`config.mk`:
```
export PLATFORM = sky130hd
export DESIGN_NAME = traffic_light_supervisor
export DESIGN_NICKNAME = d
export VERILOG_FILES = /design/src/rtl/traffic_light_supervisor.sv
export SDC_FILE = /design/constraint.sdc
export NUM_CORES = 1
export LEC_CHECK = 0
export ABC_AREA = 1
export CAP_MARGIN = 25
export CELL_PAD_IN_SITES_DETAIL_PLACEMENT = 2
export CELL_PAD_IN_SITES_GLOBAL_PLACEMENT = 2
export CORE_UTILIZATION = 35
export CTS_BUF_LIST = sky130_fd_sc_hd__clkbuf_2 sky130_fd_sc_hd__clkbuf_4 sky130_fd_sc_hd__clkbuf_8
export CTS_CLUSTER_SIZE = 14
export DETAILED_ROUTE_END_ITERATION = 10
export PLACE_DENSITY_LB_ADDON = 0.1
export SYNTH_ARGS = -nofsm -noshare
export SYNTH_HDL_FRONTEND = slang
export SYNTH_SLANG_ARGS = --single-unit
```
`constraint.sdc`:
```
create_clock -name clk -period 2.55 [get_ports clk]
set_input_delay 0.255 -clock clk [delete_from_list [all_inputs] [get_ports clk]]
set_output_delay 0.255 -clock clk [all_outputs]
set_load 0.05 [all_outputs]
```
`src/rtl/traffic_light_supervisor.sv`:
```
// traffic_light_supervisor: top-level supervisor that owns the normal-mode sub-state machine and drives the road lamps.
//   Inserts yellow-then-all-red clearance whenever control is taken away from normal mode.
//   Handles maintenance flash and emergency preemption (emergency > maintenance > normal).
//
//   Ports:
//     clk                              system clock
//     reset_n                          asynchronous active-low reset
//     maintenanceReq                   maintenance/flash mode request
//     emergencyReq                     emergency vehicle preemption request
//     emergencyRoad                    road given green in emergency (0 = primary, 1 = secondary)
//     primaryRoadLight_RYB_normMdSM    primary lights from the sub-state machine
//     secondaryRoadLight_RYB_normMdSM  secondary lights from the sub-state machine
//     normalModeSsmIdle                holds the sub-state machine idle
//     primaryRoadLight_RYB             primary lamp drive {red, yellow, green}
//     secondaryRoadLight_RYB           secondary lamp drive {red, yellow, green}
//     supervisorMode                   current state encoding
//
//   Build option TL_SUPERVISOR_INPUT_SYNC_EN:
//     the three request inputs pass through 2-flop synchronizers.
module traffic_light_supervisor #(
   parameter int TIMER_BITS     = 24,
   parameter int STARTUP_CNT    = 20,
   parameter int YELLOW_CNT     = 30,
   parameter int RED_CNT        = 10,
   parameter int FLASH_HALF_CNT = 5
) (
   input  logic       clk,
   input  logic       reset_n,
   input  logic       maintenanceReq,
   input  logic       emergencyReq,
   input  logic       emergencyRoad,
   input  logic [2:0] primaryRoadLight_RYB_normMdSM,
   input  logic [2:0] secondaryRoadLight_RYB_normMdSM,
   output logic       normalModeSsmIdle,
   output logic [2:0] primaryRoadLight_RYB,
   output logic [2:0] secondaryRoadLight_RYB,
   output logic [2:0] supervisorMode
);
   typedef enum logic [2:0] {
      STARTUP      = 3'd0,
      NORMAL       = 3'd1,
      CLEAR_YELLOW = 3'd2,
      CLEAR_RED    = 3'd3,
      FLASH        = 3'd4,
      EMERGENCY    = 3'd5
   } state_t;
   localparam logic [2:0] OFF = 3'b000, RED = 3'b100, YELLOW = 3'b010, GREEN = 3'b001;
   state_t                state, stateNext;
   logic [TIMER_BITS-1:0] timer, timerNext;
   logic [1:0]            flags, flagsNext;
   logic                  flashOn, flashOnNext, emRoad, emRoadNext;
   logic [2:0]            priNext, secNext;
   logic                  idleNext, timerDone;
   logic                  emReq, mtReq, emRoadIn;
`ifdef TL_SUPERVISOR_INPUT_SYNC_EN
   logic [2:0] syncA, syncB;
   always_ff @(posedge clk or negedge reset_n)
      if (!reset_n) begin
         syncA <= '0;
         syncB <= '0;
      end else begin
         syncA <= {emergencyRoad, emergencyReq, maintenanceReq};
         syncB <= syncA;
      end
   assign {emRoadIn, emReq, mtReq} = syncB;
`else
   assign {emRoadIn, emReq, mtReq} = {emergencyRoad, emergencyReq, maintenanceReq};
`endif
   assign timerDone      = timer == '0;
   assign supervisorMode = state;
   always_comb begin
      stateNext   = state;
      timerNext   = timerDone ? '0 : timer - 1'b1;
      flagsNext   = flags;
      flashOnNext = flashOn;
      emRoadNext  = emRoad;
      case (state)
         STARTUP:      if (timerDone) stateNext = emReq ? EMERGENCY : mtReq ? FLASH : NORMAL;
         NORMAL:
            if (emReq || mtReq) begin
               // flag every road currently showing anything but red so it gets a yellow clearance
               flagsNext = {secondaryRoadLight_RYB != RED, primaryRoadLight_RYB != RED};
               stateNext = |flagsNext ? CLEAR_YELLOW : CLEAR_RED;
            end
         CLEAR_YELLOW: if (timerDone) stateNext = CLEAR_RED;
         CLEAR_RED:    if (timerDone) stateNext = emReq ? EMERGENCY : mtReq ? FLASH : NORMAL;
         FLASH:
            if (emReq || !mtReq) stateNext = CLEAR_RED;
            else if (timerDone) begin
               flashOnNext = !flashOn;
               timerNext   = TIMER_BITS'(FLASH_HALF_CNT);
            end
         EMERGENCY:
            if (!emReq) begin
               flagsNext = emRoad ? 2'b10 : 2'b01;
               stateNext = CLEAR_YELLOW;
            end
         default:      stateNext = CLEAR_RED;
      endcase
      if (stateNext != state) begin
         timerNext   = stateNext == CLEAR_YELLOW ? TIMER_BITS'(YELLOW_CNT) :
                       stateNext == CLEAR_RED    ? TIMER_BITS'(RED_CNT) :
                       stateNext == FLASH        ? TIMER_BITS'(FLASH_HALF_CNT) : '0;
         flashOnNext = 1'b1;
         if (stateNext == EMERGENCY) emRoadNext = emRoadIn;
      end
      // lamp registers are loaded from the next-state view so they stay aligned with state
      priNext  = RED;
      secNext  = RED;
      idleNext = 1'b1;
      case (stateNext)
         NORMAL: begin
            priNext  = primaryRoadLight_RYB_normMdSM;
            secNext  = secondaryRoadLight_RYB_normMdSM;
            idleNext = 1'b0;
         end
         CLEAR_YELLOW: begin
            priNext = flagsNext[0] ? YELLOW : RED;
            secNext = flagsNext[1] ? YELLOW : RED;
         end
         FLASH: begin
            priNext = flashOnNext ? YELLOW : OFF;
            secNext = flashOnNext ? RED : OFF;
         end
         EMERGENCY: begin
            priNext = emRoadNext ? RED : GREEN;
            secNext = emRoadNext ? GREEN : RED;
         end
         default: ;
      endcase
   end
   always_ff @(posedge clk or negedge reset_n)
      if (!reset_n) begin
         state                  <= STARTUP;
         timer                  <= TIMER_BITS'(STARTUP_CNT);
         flags                  <= '0;
         flashOn                <= 1'b1;
         emRoad                 <= 1'b0;
         primaryRoadLight_RYB   <= RED;
         secondaryRoadLight_RYB <= RED;
         normalModeSsmIdle      <= 1'b1;
      end else begin
         state                  <= stateNext;
         timer                  <= timerNext;
         flags                  <= flagsNext;
         flashOn                <= flashOnNext;
         emRoad                 <= emRoadNext;
         primaryRoadLight_RYB   <= priNext;
         secondaryRoadLight_RYB <= secNext;
         normalModeSsmIdle      <= idleNext;
      end
endmodule
```
; ---- After elaboration in Yosys (flattened, before gate mapping)
; Index checks and enable logic that the tools add are counted.
[op_classes]
add_sub_neg = 1
n_eq_ne = 13
n_mux = 36
n_reduce_logical = 8
[op_table]
columns = operator, count
row1 = two-way mux 24 bit, 5
row2 = two-way mux 3 bit, 13
row3 = zero test 24 bit, 1
row4 = case mux 3 bit (4 select lines), 2
row5 = "subtractor 24 x 1 -> 24 bit, second input constant", 1
row6 = case mux 3 bit (5 select lines), 1
row7 = "== test 3 x 2 -> 1 bit, second input constant", 4
row8 = "== test 3 bit, second input constant", 4
row9 = two-way mux 1 bit, 8
row10 = two-way mux 2 bit, 4
row11 = "== test 3 x 1 -> 1 bit, second input constant", 2
row12 = "inequality test 3 bit, second input constant", 2
row13 = two-way mux 5 bit, 1
row14 = two-way mux 4 bit, 1
row15 = case mux 2 bit (2 select lines), 1
row16 = OR reduction 2 bit, 2
row17 = zero test 3 bit, 1
row18 = inequality test 3 bit, 1
row19 = zero test 1 bit, 2
row20 = logical OR 1 bit, 2
[totals]
reg_bits = 38
inputBits = 11
elab_cells = 66

; ---- Longest topological paths before layout
; Gate-level depths: netlist of the first run.
[depth]
word_depth = 10
depth_mapped = 15

; ---- Least setup slack after synthesis of the first run
; Ideal clock, no wire load.
[synth_path]
kind = flip-flop to flip-flop
start = register state[2] (netlist: supervisorMode[2])
end = register primaryRoadLight_RYB[2]
setup_time_ns = 0.077
arrival_time_ns = 1.922
slack_ns = 0.551
path_stages_with_launch = 15
path_cell_list = dfrtp_1 -> buf_4 -> inv_2 -> nor2_2 -> inv_1 -> o21ai_0 -> nor2_1 -> nand3_1 -> inv_1 -> nor2_1 -> inv_2 -> nand3_1 -> nand2_1 -> nor2_1 -> nand2_1
[synth_between]
elab_chain_cells = 8
[synth_rtl]
columns = element, line_no
row1 = "start, declared", 48  ; state_t state, stateNext;
row2 = "start signal, assigned", 143  ; state <= stateNext;
row3 = == test 3 x 2 -> 1 bit or zero test 3 bit (tied branches), 77  ; case (state)
row4 = OR reduction 2 bit (no line), -
row5 = case mux 3 bit (5 select lines) *, 77
row6 = named net stateNext[1], 48
row7 = == test 3 bit, "105, 111"
row8 = two-way mux 1 bit, 105  ; if (stateNext == EMERGENCY) emRoadNext = emRoadIn;
row9 = two-way mux 1 bit, 100  ; if (stateNext != state) begin
row10 = two-way mux 3 bit, 126  ; priNext = emRoadNext ? RED : GREEN;
row11 = case mux 3 bit (4 select lines) *, 111  ; case (stateNext)
row12 = named net priNext[2], 52  ; logic [2:0] priNext, secNext;
row13 = "end signal, assigned", 148  ; primaryRoadLight_RYB <= priNext;
row14 = "end, declared", 35  ; output logic [2:0] primaryRoadLight_RYB,
; The timed path passes the listed nets; every way through them passes the cells marked *.

; ---- Worst setup path after layout of the first run
[layout_path]
start = register timer[0]
end = register timer[1]
[layout_between]
elab_chain_cells = 7
[layout_rtl]
columns = element, line_no
row1 = "start, declared", 49  ; logic [TIMER_BITS-1:0] timer, timerNext;
row2 = "start signal, assigned", 135  ; timer <= TIMER_BITS'(STARTUP_CNT);
row3 = "start signal, assigned", 144  ; timer <= timerNext;
row4 = zero test 24 bit *, 69  ; assign timerDone = timer == '0;
row5 = "two-way mux 3 bit, on equally long branches", "78, 86, 85"
row6 = case mux 3 bit (5 select lines) *, 77
row7 = named net stateNext[0], 48
row8 = == test 3 x 2 -> 1 bit, 102  ; stateNext == CLEAR_RED ? TIMER_BITS'(RED_CNT) :
row9 = two-way mux 4 bit, 102
row10 = two-way mux 5 bit, 101  ; timerNext = stateNext == CLEAR_YELLOW ? TIMER_BITS'(YELLOW_CNT) :
row11 = two-way mux 24 bit *, 100
row12 = named net timerNext[1], 49
; Marked as above.

==> flow_summary.ini, run 1 <==
[setup_path]
r2r_start = timer[0]
cp_cell_sequence = inv_1 -> ha_1 -> nand2_2 -> nor2_8 -> nand3_4 -> nand2_1 -> nand3_1 -> nand3_2 -> nand2_2 -> nand2_2 -> inv_2 -> nand2_8 -> o21ai_0
cpMostUsedCell = nand2_2
crit_family = simple AND/OR/NAND/NOR gates
critPathBufInv = 2
path_class = reg2reg
startpoint_type = register
cp_data_required_time_ns = 2.71
reg2regPathDepth = 13
critPathArrivalTime_ns = 2.49
worstReg2RegEnd = timer[1]
crit_path_end = timer[1]
path_depth = 13
cp-end-kind = register
worstPathMaxFanout = 23
worstSetupStartpoint = timer[0]
cpPeakStageDelay_ns = 0.39
r2r_slack_ns = 0.23
cp_slowest_cell = dfrtp_1

[min_path]
hp-class = in2async

[die]
io_pins = 21
rows = 28
die_x_um = 80.9
die_h_um = 80.9
start_util_pct = 36.6
core_region_area_um2 = 5960
dieArea_um2 = 6540

[job]
drv_cap = 0

[timing]
finalCritPeriodShare_pct = 91.1
hold_viol = 0
rsz0062_at_grt = no
finalSetupViolCount = 0
finClkSkew_ns = 0.00655
fmax_mhz = 430
slew-limit-headroom_pct = 40.4
fin_ws_ns = 0.226
worst_slew_pin_slew_ns = 0.894
report.final.slew_viol_count = 0
fin_setup_tns_ns = 0
finalCriticalPeriod_ns = 2.32

[clock_network]
hold_buffers = 0
cts_sinks = 38
cts_max_level = 2
cts_tree = done
cts-buffers-inserted = 5
clk_pin_slew_worst_paths_ns = 0.08
clockRootBuffer = clkbuf_8
ctsLongestPathBuffers = 2
worstSkewPairLatency_ns = 0.29

[logic_synthesis]
synth_commonest_cells = 60 x nand2_1, 49 x nor2_1, 32 x dfrtp_1, 32 x inv_1, 15 x xor2_1
seq_area_frac_synth_pct = 44.0
synth-edff-count = 0
yosys.cell_types.count = 29
synthTopCellsByArea = dfrtp_1 37%, nand2_1 10%, nor2_1 8.4%
yosysTopAreaCellShare_pct = 36.8
ys.flop_type = dfrtp_1
synth_cells = 277
syn_area_um2 = 2180
syn_nets = 289
async_flop_share_pct = 100
synth_most_common_cell = nand2_1
synth_largest_area_cell = dfrtp_1
yosys_warnings = 0
ys_ff_latch = 38
syn_area_per_cell_um2 = 7.86

[global_routing]
antenna_found_initial = 0
grt_max_degree = 39
grt_overflow_total = 0
grt_pass1_vias = 2033
groute.usage.overall_pct = 20.8
grt_pass1_wl_um = 10000

[placed_design]
numPortBuffers = 20
pre_cts_slack_ns = 0.0603
gp_congestion = 0.733
hpwlAfterDp_um = 4520

[finish]
finalNetCount = 314
area_growth_pct = 17.9
antenna-diode-count = 0
drive_gt1_share_pct = 16.2
final_util_pct = 43.1

[route]
wirelength_um = 6070
drc = 0
wl_per_cell_um = 16.1
vias_per_cell = 4.92
first_iter_violations = 47
vias = 1859
ant_nets = 0
dr.pass1.iters = 4

[run_status]
outcome = completed
## repair_timing
item | CTS | global route
setup endpoints to repair | 0 | 4
setup buffers | 0 | 0
hold endpoints to repair | 0 | 0
gates resized for setup | 0 | 1
## logic make-up after synthesis
family | share of synthesized area [%]
xor+xnor | 7.64
simple gates | 32.6
flops | 44.0
fa+ha+maj | 0.575
compound gates | 6.90
buf+inv | 8.28
## worst min-delay path by stage
stage / end / slack [ns]
after floorplan: emRoad / -0.04
after global placement: timer[17] / 0.43
after detailed placement: timer[18] / 0.44
after CTS: timer[18] / 0.11
after global routing: timer[18] / 0.14
final: timer[18] / 0.08
## cells in the final DEF, fill, tap and decap left out, drive strengths merged, types with 2 or more instances in the layout
cell type / Yosys / routed
nand4: 5 / 5
clkinvlp: 0 / 2
buf: 3 / 2
a21oi: 9 / 9
dfstp: 6 / 6
clkbuf: 0 / 5
xnor2: 4 / 4
inv: 40 / 40
o21ai: 10 / 10
nand3: 15 / 15
xor2: 15 / 15
clkdlybuf4s50: 0 / 19
nor3: 5 / 5
dfrtp: 32 / 32
nand2: 68 / 68
a21boi: 2 / 2
nor2: 59 / 59
## metrics by stage
step                cells  instance area, um^2  hold WS [ns]
finish                378                 2570        0.0766
global route          378                 2570         0.142
CTS                   378                 2560         0.111
detailed placement    370                 2440         0.438
global placement      370                 2440         0.426
floorplan             277                 2180       -0.0406
## area by class of cell
class,instances,area [um^2]
Timing Repair Buffer,21,203
Inverter,40,150
Sequential cell,38,958
Clock buffer,5,68.8
Tap cell,75,93.8
Clock inverter,3,45.0
Fill cell,696,3390
Multi-Input combinational cell,196,1050
## routing by layer
layer	share of wire, %	track usage, %	vias to the layer above
li1	-	-	911
met1	47	26.2	928
met2	50	36.1	16
met3	1.7	3.37	4
met4	1.0	6.43	0
met5	0	0	-
## sequential cells by signal (all words and copies together) (netlist names)
signal and cells:
emRoad 1, secondaryRoadLight_RYB 3, normalModeSsmIdle 1, timer 24, flashOn 1, supervisorMode 3, flags 2, primaryRoadLight_RYB 3
Power of run 1 is not shown: default switching activity piles up to over one toggle a cycle in this logic, so the estimate is an artifact.
==> inputs of run 2 (changes only) <==
Clock period 2.55 ns to 2.6 ns, I/O delays scaled along.
==> flow_summary.ini, run 2 (synthesis results as in run 1) <==
[run_status]
outcome = completed

[min_path]
hp-class = in2async

[route]
vias_per_cell = 4.82
wirelength_um = 5690
drc = 0
wl_per_cell_um = 15.1
first_iter_violations = 43
ant_nets = 0
dr.pass1.iters = 4
vias = 1823

[setup_path]
path_depth = 13
reg2regPathDepth = 13
path_class = reg2reg
critPathArrivalTime_ns = 2.48
critPathBufInv = 2
cpPeakStageDelay_ns = 0.39
worstPathMaxFanout = 23
crit_family = simple AND/OR/NAND/NOR gates
cp_cell_sequence = inv_1 -> ha_1 -> nand2_2 -> nor2_8 -> nand2_2 -> nor2_2 -> nand2_1 -> a21oi_1 -> nor2_1 -> nand2_2 -> inv_2 -> nand2_4 -> o21ai_0
cpMostUsedCell = nand2_2
cp_slowest_cell = dfrtp_1
startpoint_type = register
cp-end-kind = register
cp_data_required_time_ns = 2.77

[finish]
final_util_pct = 42.9
antenna-diode-count = 0
fin_area_um2 = 2550
final_cells = 378
layout_common_cells = 60 x nand2_1, 49 x nor2_1, 32 x inv_1, 32 x dfrtp_1, 19 x clkdlybuf4s50_1
area_growth_pct = 17.2
largest_reg_flops = 24
final_common_cell = nand2_1
finalNetCount = 314
drive_gt1_share_pct = 16.2
registers.top_by_ff_count = timer

[pwr]
power_density_nw_per_um2 = 1530
vdd_drop_max_mv = 0.693
p_leak_nw = 1.24

[die]
die_h_um = 80.9
io_pins = 21
core_region_area_um2 = 5960
die_x_um = 80.9
rows = 28
dieArea_um2 = 6540
start_util_pct = 36.6

[clock_network]
cts.repair.resized = 0
ctsLongestPathBuffers = 2
cts-buffers-inserted = 5
postCtsSetupRepairBufs = 0
clk_pin_slew_worst_paths_ns = 0.08
clockRootBuffer = clkbuf_8
cts_max_level = 2
hold_buffers = 0
cts_tree = done
worstSkewPairLatency_ns = 0.30
cts_sinks = 38

[placed_design]
numPortBuffers = 20
gp_congestion = 0.739
placed_area_um2 = 2440
dpl.cell_count = 370
hpwlAfterDp_um = 4260

[global_routing]
antenna_found_initial = 0
grt_overflow_total = 0
groute.usage.overall_pct = 19.9
grt_max_degree = 39
grt_pass1_wl_um = 9690
grt_pass1_vias = 2002

[timing]
finClkSkew_ns = 0.00682
fin_hold_ws_ns = 0.0786
finalCriticalPeriod_ns = 2.31
finalSetupViolCount = 0
slew-limit-headroom_pct = 40.8
fin_setup_tns_ns = 0
fmax_mhz = 432
hold_viol = 0
worst_slew_pin_slew_ns = 0.888
finalCritPeriodShare_pct = 89.0
report.final.slew_viol_count = 0
rsz0062_at_grt = no

[job]
drv_cap = 0
run 2: path summary, 6_finish.rpt:
| kind | startpoint | endpoint | slack [ns] |
|---|---|---|---|
| hold / removal | reset_n | timer[19] | 0.08 |
| hold reg to reg | timer[0] | timer[0] | 0.49 |
| max in group asynchronous | reset_n | primaryRoadLight_RYB[1] | 1.96 |
| min in group clk | timer[0] | timer[0] | 0.49 |
| setup / recovery | timer[0] | timer[1] | 0.29 |
| setup reg to reg | timer[0] | timer[1] | 0.29 |
run 2: stage by stage:
step,total power (W),setup slack (ns)
2_1_floorplan,0.00287,0.601
3_3_place_gp,0.00332,0.203
3_5_place_dp,0.00341,0.167
4_1_cts,0.00397,0.235
5_1_grt,0.00427,0.0497
6_report,0.00389,0.287
run 2: layout make-up:
class | count | area (um^2)
clock inverters | 3 | 40.0
well taps | 75 | 93.8
flip-flops and latches | 38 | 958
fillers | 716 | 3400
multi-input cells | 196 | 1040
inverters | 40 | 150
repair buffers | 21 | 203
clock buffers | 5 | 68.8
run 2: power by group:
group          internal [W]  switching, W  total, W
Clock              0.000283      0.000227  0.000509
Combinational      0.000728       0.00166   0.00238
Sequential         0.000841      0.000162   0.00100
run 2: worst reg2reg max path: stages, from the launching register on:
cell     delay, ns
dfrtp_1       0.39
inv_1         0.08
ha_1          0.23
nand2_2       0.13
nor2_8        0.21
nand2_2       0.11
nor2_2        0.15
nand2_1       0.07
a21oi_1       0.13
nor2_1        0.09
nand2_2       0.13
inv_2         0.08
nand2_4       0.24
o21ai_0       0.13
run 2: metal layers:
metal,vias up,GRT usage (%),share of wire [%]
li1,903,-,-
met1,901,25.6,48
met2,13,34.2,49
met3,6,3.37,1.9
met4,0,5.36,1.0
met5,-,0,0
(Power assumes the default switching activity.)
